**src/rtl/ucode_loader_pkg.sv**
```systemverilog
// Shared constants for the microcode loader: default sizes, frame header and FSM encoding.
// ST_CKSUM exists only when UCODE_LOADER_CKSUM_EN is defined.
package ucode_loader_pkg;

    localparam int UCODE_WORD_SIZE = 32;
    localparam int UCODE_ADDR_SIZE = 5;

    localparam logic [7:0] FRAME_HEADER = 8'hA5;

    typedef logic [2:0] ldr_state_t;

    localparam ldr_state_t ST_IDLE  = 3'd0;
    localparam ldr_state_t ST_COUNT = 3'd1;
    localparam ldr_state_t ST_ADDR  = 3'd2;
    localparam ldr_state_t ST_DATA  = 3'd3;
`ifdef UCODE_LOADER_CKSUM_EN
    localparam ldr_state_t ST_CKSUM = 3'd4;
`endif
    localparam ldr_state_t ST_DONE  = 3'd5;

    function automatic int bytes_per_word(input int word_bits);
        return (word_bits + 7) / 8;
    endfunction

endpackage

```
**src/rtl/ucode_word_asm.sv**
```systemverilog
// Little-endian byte-to-word assembler: shifts bytes in from the top, pulses word_done
// the cycle after the last byte of a word, with the word held stable in 'word'.
module ucode_word_asm
    import ucode_loader_pkg::*;
#(
    parameter int WORD_SIZE = UCODE_WORD_SIZE
) (
    input  logic                 clk,
    input  logic                 rst_n,
    input  logic                 clear,
    input  logic                 byte_en,
    input  logic [7:0]           byte_data,
    output logic                 last_byte,
    output logic                 word_done,
    output logic [WORD_SIZE-1:0] word
);

    localparam int BPW = bytes_per_word(WORD_SIZE);
    localparam int SW  = BPW * 8;
    localparam int CW  = (BPW > 1) ? $clog2(BPW) : 1;

    logic [CW-1:0] cnt;
    logic [SW-1:0] shreg;
    logic [SW-1:0] shnext;

    // First byte received ends up in bits [7:0] once BPW bytes have been shifted in.
    assign shnext    = (shreg >> 8) | (SW'(byte_data) << (SW - 8));
    assign last_byte = (cnt == CW'(BPW - 1));

    always_ff @(posedge clk or negedge rst_n) begin
        if (!rst_n) begin
            cnt       <= '0;
            shreg     <= '0;
            word      <= '0;
            word_done <= 1'b0;
        end else begin
            word_done <= 1'b0;
            if (clear) begin
                cnt   <= '0;
                shreg <= '0;
            end else if (byte_en) begin
                shreg <= shnext;
                if (last_byte) begin
                    cnt       <= '0;
                    word      <= shnext[WORD_SIZE-1:0];
                    word_done <= 1'b1;
                end else begin
                    cnt <= cnt + 1'b1;
                end
            end
        end
    end

endmodule

```
**src/rtl/ucode_loader.sv**
```systemverilog
// Byte-stream microcode loader: parses A5/N/S/words[/checksum] frames into control-store writes.
// Optional checksum byte and sticky err flag are enabled by defining UCODE_LOADER_CKSUM_EN.
module ucode_loader
    import ucode_loader_pkg::*;
#(
    parameter int WORD_SIZE = UCODE_WORD_SIZE,
    parameter int ADDR_SIZE = UCODE_ADDR_SIZE
) (
    input  logic                 clk,
    input  logic                 rst_n,
    input  logic                 in_valid,
    input  logic [7:0]           in_data,
    output logic                 in_ready,
    output logic                 wr_en,
    output logic [ADDR_SIZE-1:0] wr_addr,
    output logic [WORD_SIZE-1:0] wr_data,
    output logic                 busy,
    output logic                 done,
    output logic                 err
);

`ifdef UCODE_LOADER_CKSUM_EN
    localparam ldr_state_t ST_AFTER_DATA = ST_CKSUM;
`else
    localparam ldr_state_t ST_AFTER_DATA = ST_DONE;
`endif

    ldr_state_t           state;
    logic [7:0]           n_cnt;
    logic [ADDR_SIZE-1:0] s_addr;
    logic [7:0]           word_idx;
    logic                 accept;
    logic                 data_en;
    logic                 last_byte;
    logic                 last_word;

    assign in_ready  = (state != ST_DONE);
    assign accept    = in_valid && in_ready;
    assign data_en   = accept && (state == ST_DATA);
    assign last_word = (word_idx == (n_cnt - 8'd1));
    assign busy      = (state != ST_IDLE);
    assign done      = (state == ST_DONE);

    ucode_word_asm #(
        .WORD_SIZE (WORD_SIZE)
    ) u_asm (
        .clk       (clk),
        .rst_n     (rst_n),
        .clear     (state == ST_IDLE),
        .byte_en   (data_en),
        .byte_data (in_data),
        .last_byte (last_byte),
        .word_done (wr_en),
        .word      (wr_data)
    );

`ifdef UCODE_LOADER_CKSUM_EN
    logic [7:0] cksum;
    logic       err_q;
    assign err = err_q;
`else
    assign err = 1'b0;
`endif

    always_ff @(posedge clk or negedge rst_n) begin
        if (!rst_n) begin
            state    <= ST_IDLE;
            n_cnt    <= '0;
            s_addr   <= '0;
            word_idx <= '0;
            wr_addr  <= '0;
`ifdef UCODE_LOADER_CKSUM_EN
            cksum    <= '0;
            err_q    <= 1'b0;
`endif
        end else begin
            case (state)
                ST_IDLE: begin
                    if (accept && (in_data == FRAME_HEADER)) begin
                        state    <= ST_COUNT;
                        word_idx <= '0;
`ifdef UCODE_LOADER_CKSUM_EN
                        cksum    <= '0;
                        err_q    <= 1'b0;
`endif
                    end
                end
                ST_COUNT: begin
                    if (accept) begin
                        n_cnt <= in_data;
`ifdef UCODE_LOADER_CKSUM_EN
                        cksum <= in_data;
`endif
                        state <= ST_ADDR;
                    end
                end
                ST_ADDR: begin
                    if (accept) begin
                        s_addr <= ADDR_SIZE'(in_data);
`ifdef UCODE_LOADER_CKSUM_EN
                        cksum  <= cksum ^ in_data;
`endif
                        state  <= (n_cnt != 8'd0) ? ST_DATA : ST_AFTER_DATA;
                    end
                end
                ST_DATA: begin
                    if (accept) begin
`ifdef UCODE_LOADER_CKSUM_EN
                        cksum <= cksum ^ in_data;
`endif
                        // Address is registered alongside the assembler's word_done pulse.
                        if (last_byte) begin
                            wr_addr  <= s_addr + ADDR_SIZE'(word_idx);
                            word_idx <= word_idx + 8'd1;
                            if (last_word)
                                state <= ST_AFTER_DATA;
                        end
                    end
                end
`ifdef UCODE_LOADER_CKSUM_EN
                ST_CKSUM: begin
                    if (accept) begin
                        if (in_data != cksum)
                            err_q <= 1'b1;
                        state <= ST_DONE;
                    end
                end
`endif
                ST_DONE: begin
                    state <= ST_IDLE;
                end
                default: begin
                    state <= ST_IDLE;
                end
            endcase
        end
    end

endmodule
```
**config.mk**
```make
export PLATFORM = sky130hd
export DESIGN_NAME = ucode_loader
export DESIGN_NICKNAME = d
export VERILOG_FILES = /design/src/rtl/ucode_loader_pkg.sv /design/src/rtl/ucode_word_asm.sv /design/src/rtl/ucode_loader.sv
export SDC_FILE = /design/constraint.sdc
export NUM_CORES = 1
export LEC_CHECK = 0
export ABC_AREA = 0
export CORE_MARGIN = 2
export CORE_UTILIZATION = 59
export CTS_CLUSTER_DIAMETER = 30
export DETAILED_ROUTE_END_ITERATION = 16
export GPL_TIMING_DRIVEN = 0
export HOLD_SLACK_MARGIN = 0.08
export PLACE_DENSITY = 0.85
export REMOVE_ABC_BUFFERS = 1
export SYNTH_ARGS = -nofsm -noshare
export SYNTH_HDL_FRONTEND = slang
export SYNTH_SLANG_ARGS = --single-unit
```
**constraint.sdc**
```tcl
create_clock -name clk -period 4.6 [get_ports clk]
set_clock_uncertainty 0.2 [all_clocks]
set_input_delay 0.46 -clock clk [delete_from_list [all_inputs] [get_ports clk]]
set_output_delay 0.46 -clock clk [all_outputs]
set_load 0.03 [all_outputs]
```
Word-level counts from Yosys, hierarchy flattened --
Index checks and enable logic that the tools add are counted.
Storage, ports and cells: word-level logic and storage cells 63, bits of input ports 11, output and inout bits 42, flip-flop bits (word level) 96
Operators by class: eq/ne operators 14, mux-type cells 20, bitwise logic cells 2, $add $sub $neg 4, reduce and logical (&&, ||, !) cells 14
Operators by type and width (count):
- 32-bit two-way mux | 2
- 24-bit by 32-bit OR with 32-bit output | 1
- 8-bit two-way mux | 3
- 3-bit two-way mux | 7
- 8-bit case mux with 2 select lines | 1
- 2-bit != test (second input constant) | 6
- 3-bit case mux with 4 select lines | 1
- 8-bit by 1-bit adder with 8-bit output (second input constant) | 1
- 8-bit == test | 1
- 8-bit == test (second input constant) | 1
- 8-bit nonzero test | 1
- 8-bit by 1-bit subtractor with 8-bit output (second input constant) | 1
- 3-bit by 2-bit == test with 1-bit output (second input constant) | 2
- 2-bit two-way mux | 3
- 3-bit AND reduction | 2
- 6-bit AND reduction | 1
- 5-bit adder | 1
- 2-bit AND reduction | 2
- 4-bit AND reduction | 1
- 2-bit nonzero test | 2
- 3-bit by 1-bit == test with 1-bit output (second input constant) | 1
- 3-bit == test (second input constant) | 1
- 1-bit logical AND | 3
- 3-bit zero test | 1
- other kinds (6) | 8

Longest topological paths before layout --
depth after elaboration 6, mapped depth 8, gate-level depth less buffers 8

Cells and area by module --
Synthesis repeated with hierarchy kept, for this count alone.
Second synthesis, totals: cell total of the unflattened synthesis 329, area total of the unflattened synthesis 4191.5 µm²
Modules (own cells, without submodules):
- ucode_word_asm | area each 2413.6 µm², instances 1, sequential area each 1476.4 µm², cells each 155
- ucode_loader | area each 1778.0 µm², instances 1, sequential area each 725.7 µm², cells each 174

Worst setup path after synthesis --
No wires, ideal clock.
path kind register to register, start register n_cnt[0], end register state[2], setup slack 2.664 ns, setup time 0.066 ns, stages on the path, launching flop included 8, data arrival time 1.670 ns, path through dfrtp_1 -> inv_1 -> ha_1 -> xnor2_1 -> a211o_1 -> nand4bb_1 -> nor4_1 -> a2bb2o_1
Between the ends: word-level cells in the longest chain between the ends 4
Ends and longest elaborated chain:
- from (decl) | line ucode_loader.sv:29 | logic [7:0] n_cnt;
- from (signal assigned) | line ucode_loader.sv:90 | n_cnt <= in_data;
- 8-bit by 1-bit subtractor with 8-bit output or 8-bit nonzero test (tied branches) | line ucode_loader.sv:40, ucode_loader.sv:103
- 8-bit == test or 3-bit two-way mux (tied branches) | line ucode_loader.sv:40, ucode_loader.sv:103
- 2-bit != test (no line) or 3-bit two-way mux (tied branches)
- 6-bit AND reduction (no line) or 3-bit case mux with 4 select lines (tied branches)
- to (signal assigned) | line ucode_loader.sv:103 | state <= (n_cnt != 8'd0) ? ST_DATA : ST_AFTER_DATA;
- to (decl) | line ucode_loader.sv:28 | ldr_state_t state;
Parallel ways exist; a longest one is shown, timed or not. The select of a mux whose other input is x is not followed. A chain may end at the register's enable or synchronous reset.

Worst setup path after layout --
start register state[1], end register word_idx[6]
Between the ends: word-level cells in the longest chain between the ends 5
Ends and longest elaborated chain:
- 3-bit != test | line ucode_loader.sv:37 | assign in_ready = (state != ST_DONE);
- 1-bit logical AND | line ucode_loader.sv:38 | assign accept = in_valid && in_ready;
- 1-bit logical AND | line ucode_loader.sv:79 | if (accept && (in_data == FRAME_HEADER)) begin
- 2-bit != test (no line)
- 4-bit AND reduction (no line)
- to (signal assigned) | line ucode_loader.sv:114 | word_idx <= word_idx + 8'd1;
- to (decl) | line ucode_loader.sv:31 | logic [7:0] word_idx;
Parallel ways exist; a longest one is shown, timed or not.

==> results.json <==
{
  "diodes": 0,
  "synth_top_area_share_pct": 55.80,
  "clkTransAtPathRegs_ns": 0.10,
  "met3_length_um": 449,
  "holdPathStages": 2,
  "slew_violations": 0,
  "startpoint_type": "flip-flop",
  "setup_tns_ns": 0,
  "layout-drive-gt1-share_pct": 8.917,
  "synthTopCellsByCount": "nand2_1 (164), dfrtp_1 (88), a21oi_1 (31)",
  "cts_buffer_depth": 2,
  "cts_inserted_buffers": 9,
  "wl_mm": 8.099,
  "setup_viol": 0,
  "routed.top_layer": "met4",
  "status": "complete, but fails checks",
  "io_buffer_count": 51,
  "slowest_stage": "inv_2",
  "die_w_um": 85.79,
  "cts_sinks": 88,
  "rrSetupSlack_ns": 1.84,
  "seq_area_frac_synth_pct": 55.80,
  "r2r-start": "state[1]",
  "track_usage_pct": 24.21,
  "slowest_delay_ns": 0.69,
  "cts_resized": 0,
  "vias": 3056,
  "clock_latency_ns": 0.37,
  "yosys.cell_count.top_type": "nand2_1",
  "die_h_um": 85.79,
  "antenna_found_initial": 0,
  "finish.instance_area_mm2": 0.004707,
  "start_util_pct": 61.45,
  "p_per_area_mw_per_mm2": 655.5,
  "hold_path.startpoint": "u_asm.shreg[11]",
  "holdPathEnd": "u_asm.word[3]",
  "pre_cts_ws_ns": 1.562,
  "drt-initial-drc-count": 235,
  "peakVddDrop_mv": 0.3205,
  "hp-class": "reg2reg",
  "crit_type": "reg2reg",
  "synth_warnings": 0,
  "drc": 8,
  "rsz0062_at_grt": "no",
  "firstDrtPassIters": 11,
  "yosys.area.top_type": "dfrtp_1",
  "grt_overflow": 0,
  "netlist_instances": 420,
  "critPathRequiredTime_ns": 4.63,
  "worstReg2RegEnd": "word_idx[6]",
  "cp.arrival_ns": 2.79,
  "synthArstFlopShare_pct": 100.0,
  "gp_congestion": 0.8632,
  "fin_crit_sh_pct": 60.05,
  "cts-root-buf": "clkbuf_8",
  "wl_met1_mm": 3.489,
  "timing_hold_violations_final": 0,
  "ys_types": 42,
  "synth-edff-count": 0,
  "h-tree-depth": 3,
  "crit_buf_inv": 1,
  "syn_area_per_cell_um2": 9.396,
  "critical-path-top-delay-family": "simple AND/OR/NAND/NOR gates",
  "antenna_left": 0,
  "dpl.hpwl_mm": 5.477,
  "end_kind": "flip-flop",
  "violations": "design-rule violations",
  "grt_pass1_wl_mm": 13.79,
  "max_freq_ghz": 0.3620,
  "fin_nets": 486,
  "cp_max_fo": 45,
  "worstPathCellList": "and3b_1 -> nand3_4 -> inv_2 -> nand4_1 -> xor2_1 -> nor2_1",
  "fp-row-count": 29,
  "setup_ws_ns": 1.838,
  "synth_area_leaders": "dfrtp_1 (56%), nand2_1 (16%), a21oi_1 (3.9%)",
  "reg2regPathDepth": 6,
  "dieArea_mm2": 0.007359,
  "leakage_nw": 2.235,
  "post-cts-setup-buffers": 0,
  "maxSlewHeadroom_pct": 39.01,
  "core-area_mm2": 0.006422,
  "met2_length_mm": 4.015,
  "synth_ff_type": "dfrtp_1",
  "grt_pass1_vias": 2913,
  "placed_area_mm2": 0.004518,
  "grt_max_degree": 47,
  "syn_area_mm2": 0.003946,
  "cap_violations": 0,
  "area_delta_synth_final_pct": 19.28,
  "min_period_ns": 2.762,
  "worstMarginPinSlew_ns": 0.9126,
  "ioPinCount": 53,
  "avgViaCountPerCell": 5.577,
  "wl_per_cell_um": 14.78,
  "cts_tree": "built",
  "synth_seq_cells": 88
}
## layout make-up
cell class                 instances  area (µm²)
sequential                        88        2202
fill                             458        1715
multi-input combinational        300        1613
timing repair buffer              56       575.6
clock buffer                      10       127.6
tap                               77       96.34
clock inverter                     6       51.30
inverter                          11       41.29
## power by group
part | internal, mW | leakage, nW | switching (mW) | total [mW]
registers | 1.07 | 1.14 | 0.233 | 1.30
logic | 0.560 | 1.00 | 0.731 | 1.29
clock network | 0.204 | 0.0879 | 0.290 | 0.494
## layer usage
layer | vias to the layer above | GRT usage (%)
met5 | - | 0
met4 | 0 | 10.53
met3 | 15 | 5.005
met2 | 109 | 38.85
met1 | 1486 | 32.20
li1 | 1446 | -
## how the worst max path moves through the flow
| stage | start | to | slack [ns] | cells after the start |
|---|---|---|---|---|
| after floorplan | state[2] | word_idx[2] | 2.17 | 4 |
| after global placement | rst_n | u_asm.word[29] | -0.18 | 1 |
| after detailed placement | in_valid | word_idx[6] | 1.56 | 6 |
| after CTS | state[1] | word_idx[6] | 1.84 | 6 |
| after global routing | state[1] | word_idx[6] | 1.57 | 6 |
| final | state[1] | word_idx[6] | 1.84 | 6 |
## flip-flops by register name, indices dropped and copies added (netlist names)
name,count
u_asm.word,32
u_asm.shreg,24
n_cnt,8
word_idx,8
s_addr,5
wr_addr,5
state,3
u_asm.cnt,2
u_asm.word_done,1
## cells in the final DEF (no fill, tap or decap), drive strengths merged, types with 6 or more instances in the layout
master         instances
a21oi                 31
clkbuf                10
clkdlybuf4s50         50
dfrtp                 88
ha                     8
inv                   14
mux2                  10
nand2                164
nand3                  6
nor2                  13
nor3                   7
o21ai                 11
xnor2                 12
xor2                   9
## metrics by stage
stage | power, mW | utilization [%] | instances | hold slack [ns]
after floorplan | 2.108 | - | 399 | -0.03559
after global routing | 3.282 | 73.29 | 548 | 0.3035
after CTS | 3.098 | 73.29 | 548 | 0.2728
final | 3.085 | 73.29 | 548 | 0.2719
after global placement | 2.520 | 69.26 | 527 | 0.2491
after detailed placement | 2.605 | 70.35 | 531 | 0.2497
## tightest hold or removal path: stages, from the launching register on
cell,delay (ns)
dfrtp_1,0.35
nand2_1,0.05
nand2_1,0.05
## kinds of logic after synthesis
kind of cell	after synthesis	share of synthesized area, %
buffers and inverters	32	3.710
and+or+nand+nor	210	22.89
muxes	10	2.854
xor gates and xnor gates	21	4.851
adders and majority gates	9	3.044
other	1	0.09503
DFF	88	55.80
AOI/OAI and AO/OA	49	6.753
## timing repair
| item | in CTS | in global routing |
|---|---|---|
| hold buffers | 1 | 0 |
| hold endpoints to repair | 45 | 0 |
| endpoints found under the setup margin | 0 | 0 |
(Power assumes the default switching activity.)
